## src/rtl/ime_best_costx16_pkg.sv

```systemverilog
// Shared constants for the IME large-partition cost path: partition cost widths, counts,
// MB partition mode codes and the end-of-window mode pick.
package ime_best_costx16_pkg;

  localparam int SAD8X16_LEN  = 15;
  localparam int SAD16X16_LEN = SAD8X16_LEN + 1;
  localparam int SAD8X16_NUM  = 2;
  localparam int SAD16X8_NUM  = 2;
  localparam int MV_LEN       = 7;

  localparam logic [1:0] MB_PART_16X16 = 2'd0;
  localparam logic [1:0] MB_PART_16X8  = 2'd1;
  localparam logic [1:0] MB_PART_8X16  = 2'd2;

  // Ties resolve toward the larger partition: 16x16 over 16x8 over 8x16.
  function automatic logic [1:0] pick_mb_part(input logic [SAD16X16_LEN-1:0] c16,
                                              input logic [SAD16X16_LEN-1:0] s168,
                                              input logic [SAD16X16_LEN-1:0] s816);
    logic [1:0] part;
    if (c16 <= s168 && c16 <= s816) part = MB_PART_16X16;
    else if (s168 <= s816)          part = MB_PART_16X8;
    else                            part = MB_PART_8X16;
    return part;
  endfunction

endpackage

```

## src/rtl/ime_best_costx16_if.sv

```systemverilog
// Candidate-in / best-out bundle between the IME cost stage and the best-cost tracker.
// Handshake: cost_v_i qualifies one candidate per cycle with no back-pressure; last_i counts
// only together with cost_v_i; done_o is a one-cycle pulse after which results hold until start_i.
interface ime_best_costx16_if #(
  parameter int L8  = ime_best_costx16_pkg::SAD8X16_LEN,
  parameter int L16 = ime_best_costx16_pkg::SAD16X16_LEN,
  parameter int MVL = ime_best_costx16_pkg::MV_LEN
);
  logic              start_i;
  logic              cost_v_i;
  logic              last_i;
  logic [MVL-1:0]    mv_x_i;
  logic [MVL-1:0]    mv_y_i;
  logic [2*L8-1:0]   cost8x16_i;
  logic [2*L8-1:0]   cost16x8_i;
  logic [L16-1:0]    cost16x16_i;
  logic              busy_o;
  logic              done_o;
  logic [1:0]        mb_part_o;
  logic [2*L8-1:0]   bcost8x16_o;
  logic [2*L8-1:0]   bcost16x8_o;
  logic [L16-1:0]    bcost16x16_o;
  logic [4*MVL-1:0]  bmv8x16_o;
  logic [4*MVL-1:0]  bmv16x8_o;
  logic [2*MVL-1:0]  bmv16x16_o;
  logic [1:0]        dbg_state_o;

  modport slave (
    input  start_i, cost_v_i, last_i, mv_x_i, mv_y_i, cost8x16_i, cost16x8_i, cost16x16_i,
    output busy_o, done_o, mb_part_o, bcost8x16_o, bcost16x8_o, bcost16x16_o,
           bmv8x16_o, bmv16x8_o, bmv16x16_o, dbg_state_o
  );

  modport master (
    output start_i, cost_v_i, last_i, mv_x_i, mv_y_i, cost8x16_i, cost16x8_i, cost16x16_i,
    input  busy_o, done_o, mb_part_o, bcost8x16_o, bcost16x8_o, bcost16x16_o,
           bmv8x16_o, bmv16x8_o, bmv16x16_o, dbg_state_o
  );

endinterface

```

## src/rtl/ime_min_tracker.sv

```systemverilog
// Running minimum of one partition cost with its MV; clear reloads all-ones so a candidate
// arriving on the clear cycle is still judged as the first of the window.
module ime_min_tracker #(
  parameter int W   = 15,
  parameter int MVL = 7
) (
  input  logic             clk,
  input  logic             rstn,
  input  logic             clr_i,
  input  logic             vld_i,
  input  logic [W-1:0]     cost_i,
  input  logic [2*MVL-1:0] mv_i,
  output logic [W-1:0]     best_cost_o,
  output logic [2*MVL-1:0] best_mv_o
);

  logic [W-1:0]     cost_q, cost_d, ref_cost;
  logic [2*MVL-1:0] mv_q, mv_d;

  always_comb begin
    ref_cost = clr_i ? '1 : cost_q;
    cost_d   = ref_cost;
    mv_d     = clr_i ? '0 : mv_q;
    // Strict compare: ties keep the earlier MV and an all-ones cost is never captured.
    if (vld_i && (cost_i < ref_cost)) begin
      cost_d = cost_i;
      mv_d   = mv_i;
    end
  end

  always_ff @(posedge clk or negedge rstn) begin
    if (!rstn) begin
      cost_q <= '0;
      mv_q   <= '0;
    end else begin
      cost_q <= cost_d;
      mv_q   <= mv_d;
    end
  end

  assign best_cost_o = cost_q;
  assign best_mv_o   = mv_q;

endmodule

```

## src/rtl/ime_best_costx16.sv

```systemverilog
// Tracks best cost/MV for the five large partitions over an MB search window, then picks
// the MB partition mode (16x16/16x8/8x16) one cycle after the last candidate.
module ime_best_costx16
  import ime_best_costx16_pkg::*;
(
  input  logic             clk,
  input  logic             rstn,
  ime_best_costx16_if.slave bus
);

  localparam int L8  = SAD8X16_LEN;
  localparam int L16 = SAD16X16_LEN;
  localparam int MVL = MV_LEN;

  typedef enum logic [1:0] {
    ST_IDLE   = 2'd0,
    ST_SEARCH = 2'd1,
    ST_DECIDE = 2'd2,
    ST_DONE   = 2'd3
  } state_e;

  state_e           state_q, state_d;
  logic [1:0]       mb_part_q, mb_part_d;
  logic             cand_v;
  logic [2*MVL-1:0] cand_mv;
  logic [2*L8-1:0]  bc8x16, bc16x8;
  logic [L16-1:0]   bc16x16;
  logic [4*MVL-1:0] bmv8x16, bmv16x8;
  logic [2*MVL-1:0] bmv16x16;
  logic [L16-1:0]   s168, s816;

  // A candidate on the start cycle belongs to the new window, whatever state we were in.
  assign cand_v  = bus.cost_v_i & (bus.start_i | (state_q == ST_SEARCH));
  assign cand_mv = {bus.mv_y_i, bus.mv_x_i};

  for (genvar g = 0; g < SAD8X16_NUM; g++) begin : g_8x16
    ime_min_tracker #(.W(L8), .MVL(MVL)) u_trk (
      .clk         (clk),
      .rstn        (rstn),
      .clr_i       (bus.start_i),
      .vld_i       (cand_v),
      .cost_i      (bus.cost8x16_i[g*L8 +: L8]),
      .mv_i        (cand_mv),
      .best_cost_o (bc8x16[g*L8 +: L8]),
      .best_mv_o   (bmv8x16[g*2*MVL +: 2*MVL])
    );
  end

  for (genvar g = 0; g < SAD16X8_NUM; g++) begin : g_16x8
    ime_min_tracker #(.W(L8), .MVL(MVL)) u_trk (
      .clk         (clk),
      .rstn        (rstn),
      .clr_i       (bus.start_i),
      .vld_i       (cand_v),
      .cost_i      (bus.cost16x8_i[g*L8 +: L8]),
      .mv_i        (cand_mv),
      .best_cost_o (bc16x8[g*L8 +: L8]),
      .best_mv_o   (bmv16x8[g*2*MVL +: 2*MVL])
    );
  end

  ime_min_tracker #(.W(L16), .MVL(MVL)) u_trk_16x16 (
    .clk         (clk),
    .rstn        (rstn),
    .clr_i       (bus.start_i),
    .vld_i       (cand_v),
    .cost_i      (bus.cost16x16_i),
    .mv_i        (cand_mv),
    .best_cost_o (bc16x16),
    .best_mv_o   (bmv16x16)
  );

  // Two L8 costs summed into L8+1 bits cannot overflow.
  assign s168 = {1'b0, bc16x8[L8-1:0]} + {1'b0, bc16x8[2*L8-1:L8]};
  assign s816 = {1'b0, bc8x16[L8-1:0]} + {1'b0, bc8x16[2*L8-1:L8]};

  always_comb begin
    state_d   = state_q;
    mb_part_d = mb_part_q;
    if (bus.start_i) begin
      state_d = ST_SEARCH;
    end else begin
      case (state_q)
        ST_IDLE:   state_d = ST_IDLE;
        ST_SEARCH: if (bus.cost_v_i && bus.last_i) state_d = ST_DECIDE;
        ST_DECIDE: begin
          state_d   = ST_DONE;
          mb_part_d = pick_mb_part(bc16x16, s168, s816);
        end
        ST_DONE:   state_d = ST_IDLE;
        default:   state_d = ST_IDLE;
      endcase
    end
  end

  always_ff @(posedge clk or negedge rstn) begin
    if (!rstn) begin
      state_q   <= ST_IDLE;
      mb_part_q <= MB_PART_16X16;
    end else begin
      state_q   <= state_d;
      mb_part_q <= mb_part_d;
    end
  end

  assign bus.busy_o       = (state_q == ST_SEARCH) | (state_q == ST_DECIDE);
  assign bus.done_o       = (state_q == ST_DONE);
  assign bus.mb_part_o    = mb_part_q;
  assign bus.bcost8x16_o  = bc8x16;
  assign bus.bcost16x8_o  = bc16x8;
  assign bus.bcost16x16_o = bc16x16;
  assign bus.bmv8x16_o    = bmv8x16;
  assign bus.bmv16x8_o    = bmv16x8;
  assign bus.bmv16x16_o   = bmv16x16;
  assign bus.dbg_state_o  = state_q;

endmodule

```

## src/flat_wrapper.sv

```systemverilog
// flat-port wrapper written by rule: the top's interface ports become plain ports
module ime_best_costx16_flat import ime_best_costx16_pkg::*;
  (clk, rstn, bus_start_i, bus_cost_v_i, bus_last_i, bus_mv_x_i, bus_mv_y_i, bus_cost8x16_i, bus_cost16x8_i, bus_cost16x16_i, bus_busy_o, bus_done_o, bus_mb_part_o, bus_bcost8x16_o, bus_bcost16x8_o, bus_bcost16x16_o, bus_bmv8x16_o, bus_bmv16x8_o, bus_bmv16x16_o, bus_dbg_state_o);
  ime_best_costx16_if bus_i ();
  input  logic clk;
  input  logic rstn;
  input wire logic [$bits(bus_i.start_i)-1:0] bus_start_i;
  input wire logic [$bits(bus_i.cost_v_i)-1:0] bus_cost_v_i;
  input wire logic [$bits(bus_i.last_i)-1:0] bus_last_i;
  input wire logic [$bits(bus_i.mv_x_i)-1:0] bus_mv_x_i;
  input wire logic [$bits(bus_i.mv_y_i)-1:0] bus_mv_y_i;
  input wire logic [$bits(bus_i.cost8x16_i)-1:0] bus_cost8x16_i;
  input wire logic [$bits(bus_i.cost16x8_i)-1:0] bus_cost16x8_i;
  input wire logic [$bits(bus_i.cost16x16_i)-1:0] bus_cost16x16_i;
  output wire logic [$bits(bus_i.busy_o)-1:0] bus_busy_o;
  output wire logic [$bits(bus_i.done_o)-1:0] bus_done_o;
  output wire logic [$bits(bus_i.mb_part_o)-1:0] bus_mb_part_o;
  output wire logic [$bits(bus_i.bcost8x16_o)-1:0] bus_bcost8x16_o;
  output wire logic [$bits(bus_i.bcost16x8_o)-1:0] bus_bcost16x8_o;
  output wire logic [$bits(bus_i.bcost16x16_o)-1:0] bus_bcost16x16_o;
  output wire logic [$bits(bus_i.bmv8x16_o)-1:0] bus_bmv8x16_o;
  output wire logic [$bits(bus_i.bmv16x8_o)-1:0] bus_bmv16x8_o;
  output wire logic [$bits(bus_i.bmv16x16_o)-1:0] bus_bmv16x16_o;
  output wire logic [$bits(bus_i.dbg_state_o)-1:0] bus_dbg_state_o;
  assign bus_i.start_i = bus_start_i;
  assign bus_i.cost_v_i = bus_cost_v_i;
  assign bus_i.last_i = bus_last_i;
  assign bus_i.mv_x_i = bus_mv_x_i;
  assign bus_i.mv_y_i = bus_mv_y_i;
  assign bus_i.cost8x16_i = bus_cost8x16_i;
  assign bus_i.cost16x8_i = bus_cost16x8_i;
  assign bus_i.cost16x16_i = bus_cost16x16_i;
  assign bus_busy_o = bus_i.busy_o;
  assign bus_done_o = bus_i.done_o;
  assign bus_mb_part_o = bus_i.mb_part_o;
  assign bus_bcost8x16_o = bus_i.bcost8x16_o;
  assign bus_bcost16x8_o = bus_i.bcost16x8_o;
  assign bus_bcost16x16_o = bus_i.bcost16x16_o;
  assign bus_bmv8x16_o = bus_i.bmv8x16_o;
  assign bus_bmv16x8_o = bus_i.bmv16x8_o;
  assign bus_bmv16x16_o = bus_i.bmv16x16_o;
  assign bus_dbg_state_o = bus_i.dbg_state_o;
  ime_best_costx16 u_core (.clk(clk), .rstn(rstn), .bus(bus_i));
endmodule
```

## config.mk

```make
export PLATFORM = sky130hd
export DESIGN_NAME = ime_best_costx16_flat
export DESIGN_NICKNAME = d
export VERILOG_FILES = /design/src/rtl/ime_best_costx16_pkg.sv /design/src/rtl/ime_best_costx16_if.sv /design/src/rtl/ime_min_tracker.sv /design/src/rtl/ime_best_costx16.sv /design/src/flat_wrapper.sv
export SDC_FILE = /design/constraint.sdc
export NUM_CORES = 1
export LEC_CHECK = 0
export ABC_AREA = 1
export CAP_MARGIN = 20
export CORE_AREA = 2 2 138 140
export CTS_CLUSTER_DIAMETER = 40
export DETAILED_ROUTE_END_ITERATION = 6
export DIE_AREA = 0 0 140 142
export GPL_ROUTABILITY_DRIVEN = 0
export PLACE_DENSITY = 0.95
export SLEW_MARGIN = 20
export SYNTH_ARGS = -nofsm -noshare
export SYNTH_HDL_FRONTEND = slang
export SYNTH_SLANG_ARGS = --single-unit
export TNS_END_PERCENT = 30
```

## constraint.sdc

```tcl
create_clock -name clk -period 9.2 [get_ports clk]
set_input_delay 0.92 -clock clk [delete_from_list [all_inputs] [get_ports clk]]
set_output_delay 0.92 -clock clk [all_outputs]
set_load 0.01 [all_outputs]
```

==> metrics.log, run 1 <==
[metrics] clock sink count: 150
[metrics] Initial Utilization: 54.1%
[metrics] die width: 140 um
[metrics] root cell of the clock tree: clkbuf_16
[metrics] netlist area before placement: 9990 um^2
[metrics] synthesis-stage register bit count: 150
[metrics] core footprint: 18500 um^2
[metrics] arrival time at the worst endpoint: 4120 ps
[metrics] chip height: 142 um
[metrics] Worst R2R End: u_core.bus.mb_part_o[1]
[metrics] tightest hold margin: 489 ps
[metrics] highest attainable clock frequency: 266 MHz
[metrics] Gate power share: 50.7%
[metrics] pin count of the biggest net entering global routing: 83
[metrics] Fin Setup TNS: 0 ps
[metrics] Hold/Removal Path Class: in -> async
[metrics] most used cell, CP: buf_4
[metrics] ANT cells: 0
[metrics] Yosys warning count: 0
[metrics] via count: 9724
[metrics] path type of the worst setup path: in -> reg
[metrics] # port buffers: 246
[metrics] number of vias per cell after detailed routing: 5.75
[metrics] total power density per cell area: 247 nW/um^2
[metrics] Rel. slew slack: 37.6%
[metrics] top cells by area, synth: dfrtp_1, ha_1, a21oi_1
[metrics] Avg Synthesized Cell Area: 8.21 um^2
[metrics] remaining global-route overflow: 0
[metrics] Routed Wire Length: 29800 um
[metrics] final worst path period share: 40.9%
[metrics] routed length per instance: 17.7 um
[metrics] maximum vdd ir drop: 139 uV
[metrics] total nets after synthesis: 1462
[metrics] placement row count: 50
[metrics] routed wl met3: 2660 um
[metrics] Switching Fraction: 42.5%
[metrics] DRT met1 WL: 11300 um
[metrics] post-layout worst setup margin: 5440 ps
[metrics] TritonCTS clock tree: built
[metrics] Max Transition Viols Final: 0
[metrics] clock slew at reported path FFs: 70 ps
[metrics] Critical Path Max Stage Delay: 690 ps
[metrics] final cell utilization of the core: 71.7%
[metrics] largest driver fanout on the critical path: 82
[metrics] Final Net Count: 1688
[metrics] via count of the first global-routing pass: 9738
[metrics] Synth top cells by count: nor2_1, dfrtp_1, ha_1, a21oi_1, nand2_1
[metrics] leakage component of the power: 6.24 nW
[metrics] design internal power: 1.88 mW
[metrics] Critical-path top delay cell: buf_4
[metrics] library cell with the largest summed area after synthesis: dfrtp_1
[metrics] setup violators final: 0
[metrics] H-Tree Depth: 4
[metrics] metal2 WL: 14700 um
[metrics] violations in the final reports: DRC
[metrics] number of enable-type register cells in the synthesized netlist: 0
[metrics] Post-CTS Setup Repair Bufs: 0
[metrics] r2r worst-path depth: 25
[metrics] post-placement cell area: 12600 um^2
[metrics] R2R Setup Slk: 5630 ps
[metrics] final design instance area without fill: 13200 um^2
[metrics] min cycle time layout: 3760 ps
[metrics] required time worst endpoint: 9550 ps
[metrics] first element of the critical path: bus_start_i
[metrics] clock insertion delay at the later pin of the skew report: 440 ps
[metrics] highest signal layer in the routed design: met4
[metrics] number of nets with antenna violations after detailed routing: 0
[metrics] count of hold-fix buffers inserted at cts: 0
[metrics] wire length of the first global-routing pass: 47300 um
[metrics] dominant cell by count in the synthesized netlist: nor2_1
[metrics] crit-path leading delay family: buffers and inverters
[metrics] P_sw: 1.39 mW
[metrics] top cell type's share of synthesized area: 37.6%
[metrics] unrepaired setup endpoints after global routing: false
[metrics] clock share of power: 21.4%
[metrics] combined buffer and inverter count along the critical path: 4
[metrics] synthesis-to-finish area growth: 32.5%
[metrics] antenna violations before repair: 0
[metrics] clk_skew: 18.5 ps
[metrics] sequential share of power: 27.9%
[metrics] share of async-settable or async-resettable flops after synthesis: 100%
[metrics] all-layer global routing usage: 29.9%
[metrics] transition time of the tightest slew-check pin: 937 ps
[metrics] endpoint type of the worst setup path: flop
[metrics] Post-CTS Resized: 0
[metrics] Worst Setup Slack post-DPL: 4970 ps
[metrics] crit-path cells: buf_2, buf_4, nor2_1, ha_1, nand2_1, inv_1, nand4_1, o211ai_1, a21oi_1, o211ai_4, buf_4, nand3_1, o21ai_0
[metrics] Reg2Reg Launch Point: u_core.g_16x8[1].u_trk.best_cost_o[0]
[metrics] final hold violation count: 0
[metrics] fraction of layout cells with a size suffix above 1: 5.22%
[metrics] clock buffer count from CTS: 17
[metrics] DP HPWL: 21800 um
[metrics] Top Ports: 247
[metrics] detailed-router iteration count before antenna repair: 7
[metrics] type of origin of the critical path: primary input
[metrics] DRC violation count after routing: 12
[metrics] portion of the post-synthesis area used by sequential elements: 37.6%
[metrics] largest buffer count on any clock path: 2
[metrics] most frequently used flop master after synthesis: dfrtp_1
[metrics] area of the die: 19900 um^2
[metrics] Detailed Route Iter0 Violations: 692
[metrics] cell count after synthesis: 1217
[metrics] unique cell type count in the Yosys netlist: 38
[metrics] run status: finished with violations
[metrics] number of violations of the max-capacitance limit: 0
-- placed cells by master, fill, tap and decap left out, drive strengths merged, types with 2 or more instances in the layout --
master,netlist,layout
clkbuf,18,17
nand4,22,22
nand3,94,94
a31oi,7,7
o21a,2,2
fa,2,2
xor2,11,11
clkinv,0,6
nand2,141,141
dfrtp,150,150
o21bai,5,5
a21oi,148,148
buf,28,9
o211ai,10,10
xnor2,9,9
o31ai,4,4
nor3,10,10
nor2,174,174
o21ai,100,100
a211oi,7,7
ha,148,148
o221ai,3,3
clkdlybuf4s50,0,244
inv,120,129
-- worst max path at each step --
stage                     slack, ps                                     to  depth (start not counted)
after floorplan                6090                u_core.bus.mb_part_o[1]                         25
after global placement         5150    u_core.g_8x16[0].u_trk.best_mv_o[0]                         11
after detailed placement       4970    u_core.g_8x16[0].u_trk.best_mv_o[0]                         11
after CTS                      5350  u_core.g_8x16[0].u_trk.best_cost_o[5]                         12
after global routing           5210                u_core.bus.mb_part_o[1]                         25
final                          5440    u_core.g_16x8[1].u_trk.best_mv_o[7]                         13
-- layout make-up --
class	count	area [um^2]
repair buffers	253	2540
clock buffers	17	425
flip-flops and latches	150	3750
clock inverters	15	156
multi-input cells	901	5610
well taps	234	293
inverters	120	453
fillers	1315	5220
-- flip-flops by register name (all words and copies together) (netlist names) --
signal / cells
u_core.g_16x8.u_trk.best_cost_o: 30
u_core.g_8x16.u_trk.best_cost_o: 30
u_core.g_16x8.u_trk.best_mv_o: 28
u_core.g_8x16.u_trk.best_mv_o: 28
u_core.u_trk_16x16.best_cost_o: 16
u_core.u_trk_16x16.best_mv_o: 14
u_core.bus.dbg_state_o: 2
u_core.bus.mb_part_o: 2
-- cells by family (layout without fill, tap and decap cells) --
family                     after synthesis  count (layout)  share of synthesized area (%)
adders and majority gates              150             150                           18.9
AOI/OAI and AO/OA                      288             288                           15.8
and+or+nand+nor                        443             443                           19.3
DFF                                    150             150                           37.6
xor gates and xnor gates                20              20                           1.75
buffers and inverters                  166             405                           6.64
-- power by group through the flow --
stage | registers [mW] | clock network, mW | logic, mW
final | 0.910 | 0.699 | 1.66
after floorplan | 0.943 | 0 | 0.979
after global placement | 0.914 | 0 | 1.54
after CTS | 0.908 | 0.703 | 1.64
after global routing | 0.923 | 0.727 | 1.87
after detailed placement | 0.914 | 0 | 1.62
-- per-stage QoR --
step,total power [mW],std cells
floorplan,1.92,1217
global route,3.52,1690
global placement,2.46,1656
CTS,3.25,1688
finish,3.27,1690
detailed placement,2.54,1656
-- routing by layer --
layer  vias up  global-route usage, %
met2       452                   52.0
met3        91                   8.14
met4         0                   14.3
met5         -                      0
li1       4621                      -
met1      4560                   34.3
(Power assumes the default switching activity.)
==> inputs of run 2 (changes only) <==
Settings changed: CORE_AREA 2 2 138 140 to 2 2 143 145, DIE_AREA 0 0 140 142 to 0 0 145 147, PLACE_DENSITY 0.95 to 0.92.
Clock period 9.2 ns to 3.88 ns, I/O delays scaled along.
==> metrics.log, run 2 (synthesis results as in run 1) <==
[metrics] Hold/Removal Path Class: in -> async (unchanged)
[metrics] required time worst endpoint: 4240 ps (was 9550 ps)
[metrics] clock share of power: 21.5% (was 21.4%)
[metrics] placement row count: 52 (was 50)
[metrics] H-Tree Depth: 4 (unchanged)
[metrics] final worst path period share: 91.3%
[metrics] Max Transition Viols Final: 0 (unchanged)
[metrics] pin count of the biggest net entering global routing: 93 (was 83)
[metrics] Initial Utilization: 50.3% (was 54.1%)
[metrics] maximum vdd ir drop: 364 uV (was 139 uV)
[metrics] transition time of the tightest slew-check pin: 651 ps (was 937 ps)
[metrics] design internal power: 4.55 mW (was 1.88 mW)
[metrics] # port buffers: 246 (unchanged)
[metrics] detailed-router iteration count before antenna repair: 6 (was 7)
[metrics] remaining global-route overflow: 0 (unchanged)
[metrics] DP HPWL: 22500 um (was 21800 um)
[metrics] crit-path cells: ha_1, inv_1, fa_1, inv_1, nand3_2, nand3_2, a21oi_1, o21ai_1, a21oi_1, o21ai_1, xnor2_1, ha_1, nand2_1, inv_1, nand3_1, nor2_1, nand3_1, nor2_2, a21oi_1, nand2_1, nand2_1, nor2_1, nand2_1, nand2_1 (was buf_2, buf_4, nor2_1, ha_1, nand2_1, inv_1, nand4_1, o211ai_1, a21oi_1, o211ai_4, buf_4, nand3_1, o21ai_0)
[metrics] chip height: 147 um (was 142 um)
[metrics] fraction of layout cells with a size suffix above 1: 5.48% (was 5.22%)
[metrics] P_sw: 3.26 mW (was 1.39 mW)
[metrics] commonest non-fill, non-tap cell in the layout: clkdlybuf4s50_1 (unchanged)
[metrics] arrival time at the worst endpoint: 3900 ps (was 4120 ps)
[metrics] clock insertion delay at the later pin of the skew report: 430 ps (was 440 ps)
[metrics] Worst Setup Slack post-DPL: 459 ps (was 4970 ps)
[metrics] final hold violation count: 0 (unchanged)
[metrics] tightest hold margin: 484 ps (was 489 ps)
[metrics] wire length of the first global-routing pass: 48900 um (was 47300 um)
[metrics] Worst R2R End: u_core.bus.mb_part_o[1] (unchanged)
[metrics] min cycle time layout: 3540 ps
[metrics] R2R Setup Slk: 340 ps (was 5630 ps)
[metrics] largest driver fanout on the critical path: 4 (was 82)
[metrics] final design instance area without fill: 13300 um^2 (was 13200 um^2)
[metrics] Rel. slew slack: 56.6% (was 37.6%)
[metrics] final cell utilization of the core: 67.2% (was 71.7%)
[metrics] clock sink count: 150 (unchanged)
[metrics] root cell of the clock tree: clkbuf_16 (unchanged)
[metrics] most used cell, CP: nand2_1 (was buf_4)
[metrics] number of violations of the max-capacitance limit: 0 (unchanged)
[metrics] largest buffer count on any clock path: 2 (unchanged)
[metrics] number of vias per cell after detailed routing: 5.59 (was 5.75)
[metrics] die width: 145 um (was 140 um)
[metrics] r2r worst-path depth: 24 (was 25)
[metrics] all-layer global routing usage: 28.3% (was 29.9%)
[metrics] via count: 9690 (was 9724)
[metrics] leading cell types in the layout, fill and taps excluded: clkdlybuf4s50_1, nor2_1, dfrtp_1 (unchanged)
[metrics] routed length per instance: 17.4 um (was 17.7 um)
[metrics] post-placement cell area: 12700 um^2 (was 12600 um^2)
[metrics] Post-CTS Setup Repair Bufs: 0 (unchanged)
[metrics] clock slew at reported path FFs: 70 ps (about the same)
[metrics] clock buffer count from CTS: 17 (unchanged)
[metrics] via count of the first global-routing pass: 9704 (was 9738)
[metrics] Reg2Reg Launch Point: u_core.g_8x16[1].u_trk.best_cost_o[0] (was u_core.g_16x8[1].u_trk.best_cost_o[0])
[metrics] clk_skew: 14.8 ps (was 18.5 ps)
[metrics] leakage component of the power: 6.25 nW (was 6.24 nW)
[metrics] area of the die: 21300 um^2 (was 19900 um^2)
[metrics] combined buffer and inverter count along the critical path: 3 (was 4)
[metrics] endpoint type of the worst setup path: flop (unchanged)
[metrics] core footprint: 19800 um^2 (was 18500 um^2)
[metrics] type of origin of the critical path: flop (was primary input)
[metrics] Routed Wire Length: 30200 um (was 29800 um)
[metrics] setup violators final: 0 (unchanged)
[metrics] path type of the worst setup path: reg -> reg (was in -> reg)
[metrics] Gate power share: 50.9% (was 50.7%)
[metrics] total power density per cell area: 586 nW/um^2 (was 247 nW/um^2)
[metrics] unrepaired setup endpoints after global routing: false (unchanged)
[metrics] Switching Fraction: 41.7% (was 42.5%)
[metrics] DRC violation count after routing: 0 (was 12)
[metrics] run status: finished, final reports clean (was finished with violations)
[metrics] Critical-path top delay cell: dfrtp_1 (was buf_4)
[metrics] Fin Setup TNS: 0 ps (unchanged)
[metrics] antenna violations before repair: 1 (was 0)
[metrics] Final Net Count: 1694 (was 1688)
[metrics] Critical Path Max Stage Delay: 400 ps (was 690 ps)
[metrics] TritonCTS clock tree: built (unchanged)
[metrics] highest attainable clock frequency: 282 MHz
[metrics] Detailed Route Iter0 Violations: 649 (was 692)
[metrics] post-layout worst setup margin: 337 ps (was 5440 ps)
[metrics] crit-path leading delay family: simple AND/OR/NAND/NOR gates (was buffers and inverters)
[metrics] number of nets with antenna violations after detailed routing: 0 (unchanged)
[metrics] Top Ports: 247 (unchanged)
[metrics] sequential share of power: 27.6% (was 27.9%)
[metrics] synthesis-to-finish area growth: 33.4% (was 32.5%)
## run 2: worst max-delay path by stage
| stage | startpoint | end | slack [ps] | depth (start not counted) |
|---|---|---|---|---|
| after floorplan | u_core.g_16x8[0].u_trk.best_cost_o[0] | u_core.bus.mb_part_o[1] | 770 | 25 |
| after global placement | u_core.g_16x8[0].u_trk.best_cost_o[0] | u_core.bus.mb_part_o[1] | 580 | 25 |
| after detailed placement | u_core.g_16x8[0].u_trk.best_cost_o[0] | u_core.bus.mb_part_o[1] | 460 | 25 |
| after CTS | u_core.g_16x8[1].u_trk.best_cost_o[0] | u_core.bus.mb_part_o[1] | 400 | 25 |
| after global routing | u_core.g_16x8[1].u_trk.best_cost_o[0] | u_core.bus.mb_part_o[1] | 20 | 25 |
| final | u_core.g_8x16[1].u_trk.best_cost_o[0] | u_core.bus.mb_part_o[1] | 340 | 24 |
## run 2: cell type report
class | instances | area, um^2
clock buffers | 18 | 429
repair buffers | 259 | 2600
flip-flops and latches | 150 | 3750
diodes | 1 | 2.50
multi-input cells | 901 | 5610
inverters | 120 | 450
well taps | 270 | 338
fillers | 1513 | 6520
clock inverters | 13 | 145
## run 2: repair_timing
item | CTS | global route
hold endpoints to repair | 58 | 0
resized for setup | 0 | 1
hold buffers | 1 | 0
endpoints found under the setup margin | 0 | 1
## run 2: through the flow
step           cells  total power, mW
2_1_floorplan   1217             4.56
3_3_place_gp    1699             5.87
3_5_place_dp    1699             6.06
4_1_cts         1731             7.79
5_1_grt         1732             8.39
6_report        1732             7.80
## run 2: power groups by stage
stage,clock (mW),combinational (mW),sequential [mW]
after floorplan,0,2.32,2.24
after CTS,1.70,3.95,2.15
after global routing,1.77,4.43,2.19
after global placement,0,3.72,2.15
after detailed placement,0,3.89,2.16
final,1.68,3.97,2.15
## run 2: layer usage
layer  GRT usage (%)  routed length, um  share of wire [%]
met3            9.07               2540                8.4
met2            50.3              15200                 50
met4            9.41                754                2.5
met5               0                  0                  0
met1            32.4              11700                 39
==> inputs of run 3 (changes only) <==
Settings changed: RECOVER_POWER set to 25, SETUP_SLACK_MARGIN set to 0.5.
==> metrics.log, run 3 (synthesis results as in run 1) <==
[metrics] total power density per cell area: 591 nW/um^2 (was 586 nW/um^2)
[metrics] clock insertion delay at the later pin of the skew report: 430 ps (about the same)
[metrics] # port buffers: 246 (unchanged)
[metrics] Detailed Route Iter0 Violations: 716 (was 649)
[metrics] Initial Utilization: 50.3% (unchanged)
[metrics] highest attainable clock frequency: 291 MHz (was 282 MHz)
[metrics] path type of the worst setup path: reg -> reg (unchanged)
[metrics] chip height: 147 um (unchanged)
[metrics] Max Transition Viols Final: 60 (was 0)
[metrics] placement row count: 52 (unchanged)
[metrics] Fin Setup TNS: 0 ps (unchanged)
[metrics] DP HPWL: 22500 um (unchanged)
[metrics] clock slew at reported path FFs: 70 ps (about the same)
[metrics] remaining global-route overflow: 0 (unchanged)
[metrics] H-Tree Depth: 4 (unchanged)
[metrics] maximum vdd ir drop: 365 uV (was 364 uV)
[metrics] arrival time at the worst endpoint: 3750 ps (was 3900 ps)
[metrics] number of vias per cell after detailed routing: 5.65 (was 5.59)
[metrics] final hold violation count: 0 (unchanged)
[metrics] die width: 145 um (unchanged)
[metrics] number of nets with antenna violations after detailed routing: 0 (unchanged)
[metrics] Rel. slew slack: -7.19% (was 56.6%)
[metrics] DRC violation count after routing: 0 (unchanged)
[metrics] via count: 9855 (was 9690)
[metrics] root cell of the clock tree: clkbuf_16 (unchanged)
[metrics] met1 Resource Use GR: 32.8% (was 32.4%)
[metrics] detailed-router iteration count before antenna repair: 6 (unchanged)
[metrics] leading cell types in the layout, fill and taps excluded: clkdlybuf4s50_1, nor2_1, dfrtp_1 (unchanged)
[metrics] violations in the final reports: capacitance limit, slew limit
[metrics] Routed Wire Length: 31200 um (was 30200 um)
[metrics] run status: finished with violations (was finished, final reports clean)
[metrics] type of origin of the critical path: flop (unchanged)
[metrics] via count of the first global-routing pass: 9759 (was 9704)
[metrics] setup violators final: 0 (unchanged)
[metrics] antenna violations before repair: 1 (unchanged)
[metrics] clk_skew: 12.5 ps (was 14.8 ps)
[metrics] instance count along the most critical hold path: 2
[metrics] pin count of the biggest net entering global routing: 93 (unchanged)
[metrics] routed length per instance: 17.9 um (was 17.4 um)
[metrics] clock sink count: 150 (unchanged)
[metrics] largest driver fanout on the critical path: 4 (unchanged)
[metrics] number of violations of the max-capacitance limit: 1 (was 0)
[metrics] Hold/Removal Path Class: reg -> reg (was in -> async)
[metrics] final worst path period share: 88.6% (was 91.3%)
[metrics] tightest hold margin: 513 ps (was 484 ps)
[metrics] largest buffer count on any clock path: 2 (unchanged)
[metrics] leakage component of the power: 6.31 nW (was 6.25 nW)
[metrics] wire length of the first global-routing pass: 49300 um (was 48900 um)
[metrics] r2r worst-path depth: 22 (was 24)
[metrics] all-layer global routing usage: 28.6% (was 28.3%)
[metrics] transition time of the tightest slew-check pin: 1610 ps (was 651 ps)
[metrics] met2 Track Usage GR: 50.8% (was 50.3%)
[metrics] GR peak layer: met2 (unchanged)
[metrics] met3 layer usage reported by global route: 9.13% (was 9.07%)
[metrics] min cycle time layout: 3440 ps (was 3540 ps)
[metrics] Final Net Count: 1707 (was 1694)
[metrics] required time worst endpoint: 4190 ps (was 4240 ps)
[metrics] fraction of layout cells with a size suffix above 1: 8.68% (was 5.48%)
[metrics] core footprint: 19800 um^2 (unchanged)
[metrics] endpoint type of the worst setup path: flop (unchanged)
[metrics] commonest non-fill, non-tap cell in the layout: clkdlybuf4s50_1 (unchanged)
[metrics] area of the die: 21300 um^2 (unchanged)
[metrics] clock buffer count from CTS: 17 (unchanged)
[metrics] synthesis-to-finish area growth: 36.6% (was 33.4%)
[metrics] unrepaired setup endpoints after global routing: true (was false)
[metrics] Top Ports: 247 (unchanged)
[metrics] TritonCTS clock tree: built (unchanged)
## run 3: changes by cell type in the layout (fill, tap and decap cells not counted), moves of 4 or more
cell    before  now
buf_4        9   22
ha_1       147  130
nor2_1     168  164
nor2_2       5    9
ha_4         0   15
## run 3: repair_timing
item,4_1_cts,5_1_grt
endpoints found under the hold margin,58,0
setup endpoints to repair,2,2
pin swaps,2,13
hold buffers,1,0
buffers inserted,4,9
resized for setup,13,31
## run 3: per-layer routing
metal / vias to the layer above / routed length (um)
met2: 447 / 15600
met5: - / 0
met3: 87 / 2710
met4: 0 / 882
li1: 4652 / -
met1: 4669 / 11900
## run 3: critical path: stages (launching register included)
cell and delay [ps]:
dfrtp_1 440, ha_4 170, inv_1 50, fa_2 370, inv_2 80, nand3_2 90, nand3_2 90, a21oi_2 60
o21ai_2 160, a21oi_1 80, o21bai_1 170, xor2_1 110, buf_4 150, ha_1 280, nand4_1 120, nor2_1 120
o21ai_0 110, nor2_1 200, nand4_1 140, nand2_1 110, nand2_1 80, nand2_1 80, nand2_1 60
## run 3: worst paths after layout
kind	end	slack (ps)	from
setup / recovery	u_core.bus.mb_part_o[1]	440	u_core.g_16x8[0].u_trk.best_cost_o[0]
hold / removal	u_core.g_16x8[1].u_trk.best_mv_o[11]	510	u_core.g_16x8[1].u_trk.best_mv_o[11]
setup reg to reg	u_core.bus.mb_part_o[1]	440	u_core.g_16x8[0].u_trk.best_cost_o[0]
hold reg to reg	u_core.g_16x8[1].u_trk.best_mv_o[11]	510	u_core.g_16x8[1].u_trk.best_mv_o[11]
max in group asynchronous	u_core.g_8x16[0].u_trk.best_cost_o[6]	740	rstn
min in group asynchronous	u_core.g_16x8[0].u_trk.best_mv_o[3]	870	rstn
## run 3: power breakdown
group | total (mW) | switching [mW] | internal [mW]
clock network | 1.69 | 0.732 | 0.953
registers | 2.18 | 0.312 | 1.86
logic | 4.20 | 2.32 | 1.89
## run 3: layout make-up
class	count	area [um^2]
multi-input combinational	901	5850
fill	1425	6200
tap	270	338
sequential	150	3760
clock buffer	18	429
clock inverter	13	145
timing repair buffer	272	2680
inverter	120	450
antenna	1	2.50
## run 3: through the flow
stage / setup slack (ps) / area, um^2 / std cells / power [mW] / utilization (%)
after floorplan: 769 / 9990 / 1217 / 4.56 / -
after global placement: 577 / 12700 / 1699 / 5.87 / 64.2
after detailed placement: 459 / 12700 / 1699 / 6.06 / 64.2
after CTS: 501 / 13400 / 1735 / 7.86 / 67.6
after global routing: 182 / 13600 / 1745 / 8.65 / 68.8
final: 442 / 13600 / 1745 / 8.07 / 68.8
